$ cat src/rtl/mips_fetch.sv
// mips_fetch
// Instruction-fetch and PC-sequencing stage. Owns the PC and the held
// instruction register (IR), fetches over a variable-latency imem handshake,
// exposes opcode/func to the control decoder and selects the next PC from the
// decoder's branch/bne/jump/jr outputs and the ALU zero flag.
//
// Ports:
//   clk, reset            - rising-edge clock, synchronous active-high reset
//   imem_req/addr         - fetch request and address (address == pc_out)
//   imem_ready/rdata      - fetch completion and returned instruction word
//   instr_out/op_out/func_out - held IR and its decoder fields
//   pc_out/pc_plus4_out   - PC of the held instruction and PC + 4
//   instr_valid_out       - IR executing this cycle (commit qualifier)
//   stall_in              - hold the current instruction in EXEC
//   branch_in/bne_in/jump_in/jr_in/zero_in/rs_data_in - next-PC controls
//   misalign_out          - sticky flag: jr to a non-word-aligned target
module mips_fetch #(
  parameter logic [31:0] RESET_PC = 32'h0000_0000
) (
  input  logic        clk,
  input  logic        reset,
  output logic        imem_req,
  output logic [31:0] imem_addr,
  input  logic        imem_ready,
  input  logic [31:0] imem_rdata,
  output logic [31:0] instr_out,
  output logic [5:0]  op_out,
  output logic [5:0]  func_out,
  output logic [31:0] pc_out,
  output logic [31:0] pc_plus4_out,
  output logic        instr_valid_out,
  input  logic        stall_in,
  input  logic        branch_in,
  input  logic        bne_in,
  input  logic        jump_in,
  input  logic        jr_in,
  input  logic        zero_in,
  input  logic [31:0] rs_data_in,
  output logic        misalign_out
);

  typedef enum logic [1:0] {
    ST_RST  = 2'd0,
    ST_REQ  = 2'd1,
    ST_EXEC = 2'd2,
    ST_HALT = 2'd3
  } state_t;

  state_t      state, state_nx;
  logic [31:0] pc, pc_nx;
  logic [31:0] ir, ir_nx;
  logic        misalign, misalign_nx;

  logic [31:0] pc4;
  logic [31:0] br_target;
  logic [31:0] j_target;
  logic        take_br;

  assign pc4       = pc + 32'd4;
  assign br_target = pc4 + {{14{ir[15]}}, ir[15:0], 2'b00};
  assign j_target  = {pc4[31:28], ir[25:0], 2'b00};
  assign take_br   = (branch_in & zero_in) | (bne_in & ~zero_in);

  always_ff @(posedge clk) begin
    if (reset) begin
      state    <= ST_RST;
      pc       <= RESET_PC;
      ir       <= '0;
      misalign <= 1'b0;
    end else begin
      state    <= state_nx;
      pc       <= pc_nx;
      ir       <= ir_nx;
      misalign <= misalign_nx;
    end
  end

  always_comb begin
    state_nx    = state;
    pc_nx       = pc;
    ir_nx       = ir;
    misalign_nx = misalign;
    case (state)
      ST_RST:  state_nx = ST_REQ;
      ST_REQ: begin
        if (imem_ready) begin
          ir_nx    = imem_rdata;
          state_nx = ST_EXEC;
        end
      end
      ST_EXEC: begin
        if (!stall_in) begin
          state_nx = ST_REQ;
          if (jr_in) begin
            // Low bits are cleared unconditionally; for an aligned target
            // this is the target itself.
            pc_nx = {rs_data_in[31:2], 2'b00};
            if (rs_data_in[1:0] != 2'b00) begin
              misalign_nx = 1'b1;
              state_nx    = ST_HALT;
            end
          end else if (jump_in) begin
            pc_nx = j_target;
          end else if (take_br) begin
            pc_nx = br_target;
          end else begin
            pc_nx = pc4;
          end
        end
      end
      ST_HALT: state_nx = ST_HALT;
      default: state_nx = ST_RST;
    endcase
  end

  assign imem_req        = (state == ST_REQ);
  assign instr_valid_out = (state == ST_EXEC);
  assign imem_addr       = pc;
  assign pc_out          = pc;
  assign pc_plus4_out    = pc4;
  assign instr_out       = ir;
  assign op_out          = ir[31:26];
  assign func_out        = ir[5:0];
  assign misalign_out    = misalign;

endmodule
$ cat config.mk
export PLATFORM = sky130hd
export DESIGN_NAME = mips_fetch
export DESIGN_NICKNAME = d
export VERILOG_FILES = /design/src/rtl/mips_fetch.sv
export SDC_FILE = /design/constraint.sdc
export NUM_CORES = 1
export LEC_CHECK = 0
export BUFFER_PORTS_ARGS = -buffer_cell sky130_fd_sc_hd__buf_2
export CORE_ASPECT_RATIO = 0.75
export CORE_UTILIZATION = 50
export DETAILED_ROUTE_END_ITERATION = 8
export PLACE_DENSITY = 0.82
export SLEW_MARGIN = 30
export SYNTH_ARGS = -nofsm -noshare
export SYNTH_HDL_FRONTEND = slang
export SYNTH_SLANG_ARGS = --single-unit
$ cat constraint.sdc
create_clock -name clk -period 6.25 [get_ports clk]
set_input_delay 0 -clock clk [delete_from_list [all_inputs] [get_ports clk]]
set_output_delay 0 -clock clk [all_outputs]
set_load 0.005 [all_outputs]
==> results of run 1 <==
-- kinds of logic (layout without fill, tap and decap cells) --
family          Yosys count  after routing  share of synthesized area (%)
xor+xnor                 51             51                           8.29
simple gates            272            272                           21.9
fa+ha+maj                37             37                           8.58
other cells               1              6                         0.0684
buf+inv                 103            290                           10.4
flops                    65             65                           23.7
compound gates          216            216                           26.1
mux                       5              5                          0.936
-- final timing paths --
check	start	slack (ns)	cells past startpoint	endpoint
min reg2reg	instr_out[29]	0.46	2	instr_out[29]
max reg2reg	imem_addr[2]	1.60	17	imem_addr[31]
max	imem_addr[2]	1.60	17	imem_addr[31]
min	rs_data_in[10]	0.0006	3	imem_addr[10]
-- state kept, by name, indices dropped and copies added, names as in the netlist --
| signal | flops |
|---|---|
| imem_addr | 30 |
| instr_out | 32 |
| misalign_out | 1 |
| state | 2 |
-- power breakdown --
part           total [mW]  switching [mW]  internal [mW]
Combinational       0.260           0.146          0.114
Clock               0.559           0.200          0.360
Sequential          0.459          0.0261          0.433
Total                1.28           0.372          0.906
-- cell usage after synthesis, types with 3 or more instances --
cell and count:
a2111oi_0 3, a211oi_1 16, a211oi_2 4, a21o_1 13, a21oi_1 78, a221oi_1 6
a311oi_1 6, a31oi_1 5, a32o_1 4, and2_1 6, and3_1 12, and4_1 3
buf_4 48, clkbuf_1 36, dfxtp_1 65, ha_1 36, inv_1 14, mux2i_1 4
nand2_1 132, nand2b_1 4, nand3_1 21, nand4_1 9, nor2_1 60, nor2b_1 5
nor3_1 12, o211a_1 3, o211ai_1 11, o21a_1 3, o21ai_0 31, o21ai_1 6
o31ai_1 5, or3_1 4, xnor2_1 31, xor2_1 19
-- layout by cell type, fill, tap and decap left out, types with 6 or more instances in the layout --
master / Yosys / routed
buf_2: 2 / 209
nand2_1: 132 / 132
a21oi_1: 78 / 78
dfxtp_1: 65 / 64
nor2_1: 60 / 60
dlygate4sd3_1: 0 / 42
ha_1: 36 / 36
xnor2_1: 31 / 31
o21ai_0: 31 / 31
nand3_1: 21 / 21
xor2_1: 19 / 19
a211oi_1: 16 / 16
inv_1: 14 / 14
a21o_1: 13 / 13
and3_1: 12 / 12
nor3_1: 12 / 12
o211ai_1: 11 / 11
nand4_1: 9 / 9
clkbuf_16: 0 / 9
buf_4: 48 / 7
and2_1: 6 / 6
o21ai_1: 6 / 6
a221oi_1: 6 / 6
a311oi_1: 6 / 6
conb_1: 1 / 6
-- per-layer routing --
metal,up-vias,wire (um),global-route usage [%]
met5,-,0,0
met1,2924,8790,46.7
met2,340,8370,53.1
li1,2997,-,-
met3,25,1910,9.54
met4,0,293,8.33
-- area by class of cell --
type	instances	area [um^2]	share of cell area (%)
Multi-Input combinational cell	587	3630	51.9
Sequential cell	65	1300	18.6
Timing Repair Buffer	258	1520	21.7
Inverter	16	60.1	0.857
Tap cell	136	170	2.43
Clock inverter	5	78.8	1.12
Clock buffer	11	243	3.46
-- worst max-delay path, stage by stage, from the launching register on --
cell,delay (ns)
dfxtp_1,0.43
ha_1,0.24
nand4_1,0.22
nor2_1,0.32
nand4_1,0.39
inv_1,0.25
and3_1,0.20
xor2_1,0.27
ha_1,0.38
a21oi_1,0.29
nor2_1,0.09
a211oi_1,0.34
nor2_1,0.11
a211oi_2,0.29
a21oi_1,0.12
o31ai_1,0.30
xor2_1,0.11
a311oi_1,0.25
-- stage by stage --
stage | hold slack, ns | std cells | instance area, um^2 | power (mW) | util [%]
after floorplan | 0.0996 | 755 | 5500 | 0.615 | -
after global placement | 0.238 | 1020 | 6260 | 0.697 | 59.9
after detailed placement | 0.246 | 1020 | 6260 | 0.700 | 59.9
after CTS | 0.00444 | 1078 | 7010 | 1.27 | 67.0
after global routing | 0.0192 | 1078 | 7010 | 1.33 | 67.1
final | 0.000564 | 1078 | 7010 | 1.28 | 67.1
-- repair_timing --
action | in CTS | in global routing
endpoints found under the hold margin | 42 | 0
hold buffers | 42 | 0
resized for setup | 0 | 0
==> out/results.txt, run 1 <==
Status: completed
Detailed Route WL: 19.4 mm
CTS tree: built
Clock buffer count from CTS: 9
Total gr overflow: 0
Via count: 6,286
CTS Buffer Depth: 2
Avg Cell Area, Syn: 7.31 um^2
DIE AREA: 11,400 um^2
Share of cells above drive strength 1: 26.1%
Remaining DRCs: 0
Post-DRT Antenna Nets: 0
Worst skew pair latency: 0.34 ns
Reg clk slew, reported paths: 0.06 ns
Placer Congestion: 0.942
Max Cap Viol: 0
H-tree depth: 3
Fin Setup TNS: 0 ns
Final setup fails: 0
Post-synth cell types: 60
Total global-route track usage: 34.4%
Vias per cell: 5.83
Initial DRC count: 613
Final Cycle Share: 74.3%
Crit path max fanout: 7
Initial Util: 52.4%
Final Hold Fails: 0
Worst vdd ir: 140 uV
Slew Limit Fails: 0
CP Capture Type: flip-flop
Startpoint class of the critical path: flip-flop
Lkg Pwr: 3.49 nW
ANT cells: 0
Synthesized area: 5480 um^2
Crit path DAT: 4.90 ns
Dpl ws: 1.77 ns
Fmax achieved: 0.215 GHz
Die Wd: 123 um
Actual slew at the worst max-slew pin: 0.889 ns
Tightest slew margin relative to the limit: 40.3%
Worst Hold Class: in2reg
Fin Clk Skew: 0.00658 ns
I/O pins: 216
Fill cells: 895
Top post-synthesis cells by area: dfxtp_1, nand2_1, ha_1, a21oi_1, buf_4
Chip Height: 92.7 um
Fraction of registers with async set/reset: 0%
First-pass GRT wire length: 30.1 mm
Synthesis Warnings: 0
Root Buffer: clkbuf_16
Syn Inst Count: 750
Share of the synthesized area in the top cell type: 23.7%
Core ar.: 10,500 um^2
Dpl hpwl: 13.4 mm
EDFF count, synth: 0
Power Dens Cells: 182 nW/um^2
RSZ-0062 raised after global routing: no
Flops & latches, synth: 65
Largest net degree at the start of global routing: 55
Layout area overhead: 27.9%
Initial antenna violation count: 0
Final min period: 4.65 ns
Post CTS Setup Buffer Count: 0
Critical path class: reg2reg
# clock sinks: 65
Post-synth top flop: dfxtp_1
Routed length per placed instance: 18.0 um
Setup ws final: 1.60 ns
CP required: 6.50 ns
Number of global-route vias before repair: 5,793
Rows: 32
Post-synth top area cell: dfxtp_1
Nets: 1,047
First-pass iteration count of the detailed router: 5
PortBufs: 209
Post-synthesis sequential area ratio: 23.7%
No activity file was read; power rests on OpenSTA's default activity.
==> run 2, diff against run 1 <==
--- a/config.mk
+++ b/config.mk
@@ -5,11 +5,12 @@
 export SDC_FILE = /design/constraint.sdc
 export NUM_CORES = 1
 export LEC_CHECK = 0
+export ABC_AREA = 1
 export BUFFER_PORTS_ARGS = -buffer_cell sky130_fd_sc_hd__buf_2
 export CORE_ASPECT_RATIO = 0.75
 export CORE_UTILIZATION = 50
 export DETAILED_ROUTE_END_ITERATION = 8
-export PLACE_DENSITY = 0.82
+export PLACE_DENSITY = 0.79
 export SLEW_MARGIN = 30
 export SYNTH_ARGS = -nofsm -noshare
 export SYNTH_HDL_FRONTEND = slang
==> constraint.sdc (replaced) <==
create_clock -name clk -period 4.55 [get_ports clk]
set_input_delay 0 -clock clk [delete_from_list [all_inputs] [get_ports clk]]
set_output_delay 0 -clock clk [all_outputs]
set_load 0.005 [all_outputs]
==> run 2 against run 1 <==
Against the previous run: register-to-register slack got worse by 0.76 ns; maximum frequency rose by 26%; via count rose by 30%; sequential share of layout area fell by 2.7 points; global-route usage rose by 2.4 points; first-iteration DRC count rose by 15%; die area rose by 20%; combinational power rose by 48%; final cell count rose by 43%; synthesized cell count rose by 56%; core utilization fell by 4.0 points; largest cell class unchanged; highest routed layer unchanged.
==> out/results.txt, run 2 <==
Status: completed
Power Dens Cells: 213 nW/um^2
Clock buffer count from CTS: 9
Vias per cell: 5.31
Slew Limit Fails: 0
Post-synth top flop: dfxtp_1
Avg Cell Area, Syn: 5.67 um^2
Initial DRC count: 708
Minimum hold slack: 0.0252 ns
Root Buffer: clkbuf_16
Rows: 36
Core ar.: 13,000 um^2
PortBufs: 209
Fmax achieved: 0.270 GHz
Placer Congestion: 1.02
Chip Height: 102 um
CTS tree: built
Fill cells: 1,270
Synthesis Warnings: 0
Flops & latches, synth: 65
Actual slew at the worst max-slew pin: 0.911 ns
Max reg flops: 32
Via count: 8,170
Nets: 1,473
Total gr overflow: 0
Share of cells above drive strength 1: 19.1%
Reg clk slew, reported paths: 0.06 ns
Routed length per placed instance: 16.1 um
Crit path max fanout: 7
Crit path DAT: 3.89 ns
Total global-route track usage: 36.7%
DIE AREA: 13,700 um^2
Fin Setup TNS: 0 ns
Final setup fails: 0
Worst vdd ir: 211 uV
Dpl hpwl: 18.7 mm
Remaining DRCs: 0
ANT cells: 0
Worst skew pair latency: 0.34 ns
Syn Inst Count: 1,169
H-tree depth: 3
Startpoint class of the critical path: flip-flop
CP required: 4.74 ns
Max Cap Viol: 0
Final Cycle Share: 81.3%
Share of the synthesized area in the top cell type: 23.5%
Fin Clk Skew: 0.00900 ns
Post-synthesis sequential area ratio: 19.6%
Top post-synthesis cells by area: nand2_1, dfxtp_1, inv_1, a21oi_1, ha_1
Detailed Route WL: 24.8 mm
Post-synth cell types: 40
Largest net degree at the start of global routing: 61
Initial Util: 51.1%
Critical path class: reg2reg
First-pass GRT wire length: 38.5 mm
Post-synth top area cell: nand2_1
Overall Power: 1.74 mW
Final min period: 3.70 ns
Fraction of registers with async set/reset: 0%
Most frequent cells in the layout: nand2_1, buf_2, inv_1
Post-DRT Antenna Nets: 0
Lkg Pwr: 4.57 nW
Die Wd: 135 um
Initial antenna violation count: 0
Final Hold Fails: 0
I/O pins: 216
First-pass iteration count of the detailed router: 5
Count leader, synth: nand2_1
Synthesized area: 6630 um^2
CP Capture Type: flip-flop
Worst Hold Class: in2reg
EDFF count, synth: 0
Post_cts resized: 0
Synth top cells by count: nand2_1, inv_1, nor2_1
# clock sinks: 65
Commonest non-fill, non-tap cell in the layout: nand2_1
Layout area overhead: 23.5%
RSZ-0062 raised after global routing: no
CTS Buffer Depth: 2
Number of global-route vias before repair: 7,332
Tightest slew margin relative to the limit: 39.2%
-- run 2: cell types whose count changed after synthesis, sizes merged, moves of 12 or more --
cell    delta
nand2    +289
inv      +140
nor2      +64
nand3     +45
a21oi     +31
xnor2     -25
a211oi    -20
o21ai     -16
and3      -12
clkbuf    -12
-- run 2: final timing paths --
kind | slack, ns | to | from | cells after the start
max | 0.85 | imem_addr[18] | imem_addr[2] | 20
min | 0.03 | misalign_out | rs_data_in[0] | 5
max reg2reg | 0.85 | imem_addr[18] | imem_addr[2] | 20
min reg2reg | 0.48 | instr_out[25] | instr_out[25] | 2
-- run 2: logic make-up after synthesis --
family	after synthesis	synth area share, %
simple gates	652	40.8
flops	65	19.6
buf+inv	235	16.2
compound gates	157	13.1
xor+xnor	22	3.14
other cells	1	0.0566
fa+ha+maj	37	7.10
-- run 2: per-layer routing --
| metal | part of all wire, % | vias up | global-route usage (%) |
|---|---|---|---|
| met5 | 0 | - | 0 |
| met4 | 2.5 | 0 | 12.3 |
| met3 | 12 | 51 | 7.56 |
| met2 | 42 | 470 | 56.2 |
| met1 | 44 | 3637 | 51.2 |
| li1 | - | 4012 | - |
-- run 2: where the power goes --
part	total [mW]	switching [mW]	internal, mW
logic	0.384	0.229	0.156
clock network	0.729	0.297	0.433
registers	0.629	0.0365	0.593
-- run 2: cell type report --
cell class	count	area (um^2)	share of cell area (%)
clock buffer	10	229	2.80
clock inverter	6	75.1	0.917
inverter	156	586	7.16
multi-input combinational	874	4270	52.2
sequential	65	1300	15.9
tap	171	214	2.61
timing repair buffer	257	1510	18.4
-- run 2: what timing repair did --
action / CTS / global route
setup buffers: 0 / 0
hold endpoints to repair: 39 / 0
endpoints found under the setup margin: 0 / 0
hold buffers: 40 / 0
-- run 2: worst max-delay path: stages (launching register included) --
cell,delay [ns]
dfxtp_1,0.48
ha_1,0.28
nand3_1,0.17
nor2_1,0.17
inv_1,0.09
nor3_1,0.17
xor2_1,0.35
inv_1,0.14
ha_1,0.36
nand2_1,0.14
inv_1,0.05
a21oi_1,0.32
nor2_1,0.08
nor2_1,0.12
nand2_1,0.10
nand2_1,0.06
nand3_1,0.13
nand3_1,0.16
nand2_1,0.07
nand2_1,0.06
a21oi_1,0.06
-- run 2: stage by stage --
step | setup slack (ns) | utilization (%) | cell area (um^2) | instances
global route | 0.522 | 63.1 | 8180 | 1539
floorplan | 1.62 | - | 6640 | 1174
global placement | 1.09 | 57.6 | 7480 | 1483
CTS | 0.963 | 63.1 | 8180 | 1539
finish | 0.849 | 63.1 | 8180 | 1539
detailed placement | 1.00 | 57.6 | 7480 | 1483
==> run 3, diff against run 2 <==
==> constraint.sdc (replaced) <==
create_clock -name clk -period 3.7 [get_ports clk]
set_input_delay 0 -clock clk [delete_from_list [all_inputs] [get_ports clk]]
set_output_delay 0 -clock clk [all_outputs]
set_load 0.005 [all_outputs]
==> run 3 against run 2 <==
Against the previous run: critical path depth increased by 2; clock power increased by 32%; combinational power increased by 26%; sequential share of layout area decreased by 0.25 points; routed wire length increased by 1.6%; first-iteration DRC count increased by 21%; sequential power increased by 23%; largest cell class unchanged.
==> out/results.txt, run 3 (synthesized netlist as in run 2, its figures left out) <==
Fmax achieved: 0.293 GHz
P_sw: 0.692 mW
Most frequent cells in the layout: nand2_1, buf_2, inv_1
Routed length per placed instance: 16.3 um
Crit path DAT: 3.67 ns
Worst Hold Class: in2reg
Critical-path top delay cell: ha_2
Buf/Inv on CP: 3
Remaining DRCs: 0
Actual slew at the worst max-slew pin: 0.926 ns
# clock sinks: 65
Initial DRC count: 860
First-pass iteration count of the detailed router: 6
Initial Util: 51.1%
Worst r2r src: imem_addr[3]
Number of global-route vias before repair: 7,505
Final Hold Fails: 0
Startpoint class of the critical path: flip-flop
DIE AREA: 13,700 um^2
Core ar.: 13,000 um^2
DP Cell Count: 1,493
Clock buffer count from CTS: 9
Clock network power share: 43.4%
CTS tree: built
CP Capture Type: flip-flop
Post-DRT Antenna Nets: 0
Dpl hpwl: 19.2 mm
Power Dens Cells: 266 nW/um^2
CP delay by family, top: simple AND/OR/NAND/NOR gates
Die Wd: 135 um
Total global-route track usage: 37.4%
Detailed Route WL: 25.2 mm
CTS Buffer Depth: 2
Status: completed
Placer Congestion: 1.05
Tightest slew margin relative to the limit: 37.9%
Crit path max fanout: 5
Final Cycle Share: 92.1%
First-pass GRT wire length: 39.5 mm
Via count: 8,307
Largest net degree at the start of global routing: 61
CP required: 3.96 ns
WP depth: 22
Reg clk slew, reported paths: 0.06 ns
Total gr overflow: 0
Overall Power: 2.21 mW
Worst reg2reg path depth: 22
Critical Path Source: imem_addr[3]
Initial antenna violation count: 0
Flop pwr share: 34.9%
Max Cap Viol: 0
Net switching fraction of the power: 31.2%
Minimum hold slack: 0.0195 ns
H-tree depth: 3
Rows: 36
Fin Clk Skew: 0.0101 ns
Worst R2R Setup Slack: 0.29 ns
Nets: 1,482
I/O pins: 216
Lkg Pwr: 4.62 nW
Critical path class: reg2reg
Chip Height: 102 um
ANT cells: 0
Finished Layout Cells: 1,548
Reg-to-reg endpoint: imem_addr[30]
Critical-path cell list: ha_2 -> nand3_1 -> nor2_2 -> inv_1 -> nor3_1 -> xor2_1 -> inv_1 -> ha_2 -> nand2_1 -> nor2_2 -> inv_1 -> nor2_1 -> nand2_1 -> nand3_1 -> nand3_1 -> nand2_1 -> nand2_1 -> nand2_1 -> nand2_1 -> nand2_1 -> nand2_1 -> a21oi_1
Top cell by count, worst path: nand2_1
Share of cells above drive strength 1: 20.3%
Worst skew pair latency: 0.34 ns
Commonest non-fill, non-tap cell in the layout: nand2_1
Layout area overhead: 25.5%
Final min period: 3.41 ns
Slowest stage delay, CP: 0.40 ns
CP endpoint: imem_addr[30]
Worst vdd ir: 269 uV
PortBufs: 209
Final setup fails: 0
Vias per cell: 5.37
Slew Limit Fails: 0
Comb power frac: 21.8%
Total internal power: 1.52 mW
Root Buffer: clkbuf_16
Max reg flops: 32
-- run 3: changes by cell type in the layout (fill, tap and decap cells not counted), moves of 2 or more --
cell    change
buf_4      +10
ha_1        -3
ha_2        +2
nor2_1      -2
nor3_1      -2
nor3_2      +2
-- run 3: routing by layer --
metal / wire length (um) / track usage, % / up-vias
li1: - / - / 4027
met1: 11200 / 52.4 / 3734
met2: 10800 / 58.8 / 496
met3: 2740 / 6.81 / 50
met4: 551 / 9.94 / 0
met5: 0 / 0 / -
-- run 3: worst min-delay path by stage --
stage,start,end,slack [ns],cells after the start
floorplan,imem_rdata[16],instr_out[16],0.14,2
global placement,imem_rdata[28],instr_out[28],0.25,3
detailed placement,imem_rdata[29],instr_out[29],0.26,3
CTS,rs_data_in[2],imem_addr[2],0.01,3
global route,rs_data_in[2],imem_addr[2],0.03,3
finish,rs_data_in[2],imem_addr[2],0.02,3
-- run 3: final cells by class --
type                       count  area (um^2)
fill                        1233         4660
clock inverter                 7          101
timing repair buffer         266         1570
clock buffer                   9          225
multi-input combinational    874         4320
inverter                     156          586
tap                          171          214
sequential                    65         1300
-- run 3: tightest hold or removal path: cells and delay by family --
family / cells / cell delay [ns]
buffers and inverters: 1 / 0.09
AO/OA/AOI/OAI: 2 / 0.23
-- run 3: metrics by stage --
| stage | worst slack [ns] | cell area (um^2) | setup TNS, ns | util (%) |
|---|---|---|---|---|
| 4_1_cts | 0.285 | 8270 | 0 | 63.7 |
| 2_1_floorplan | 0.773 | 6640 | 0 | - |
| 3_3_place_gp | 0.384 | 7550 | 0 | 58.2 |
| 5_1_grt | -0.0453 | 8320 | -0.0453 | 64.1 |
| 3_5_place_dp | 0.287 | 7550 | 0 | 58.2 |
| 6_report | 0.291 | 8320 | 0 | 64.1 |
-- run 3: what timing repair did --
item / CTS / global route
endpoints found under the hold margin: 39 / 0
gates resized for setup: 0 / 11
setup buffers: 0 / 0
endpoints found under the setup margin: 0 / 10
hold buffers: 39 / 0
-- run 3: power by group through the flow --
stage	clock, mW	combinational, mW	sequential [mW]
2_1_floorplan	0	0.267	0.779
3_3_place_gp	0	0.423	0.785
3_5_place_dp	0	0.427	0.785
4_1_cts	0.958	0.462	0.770
5_1_grt	0.997	0.527	0.776
6_report	0.960	0.482	0.772
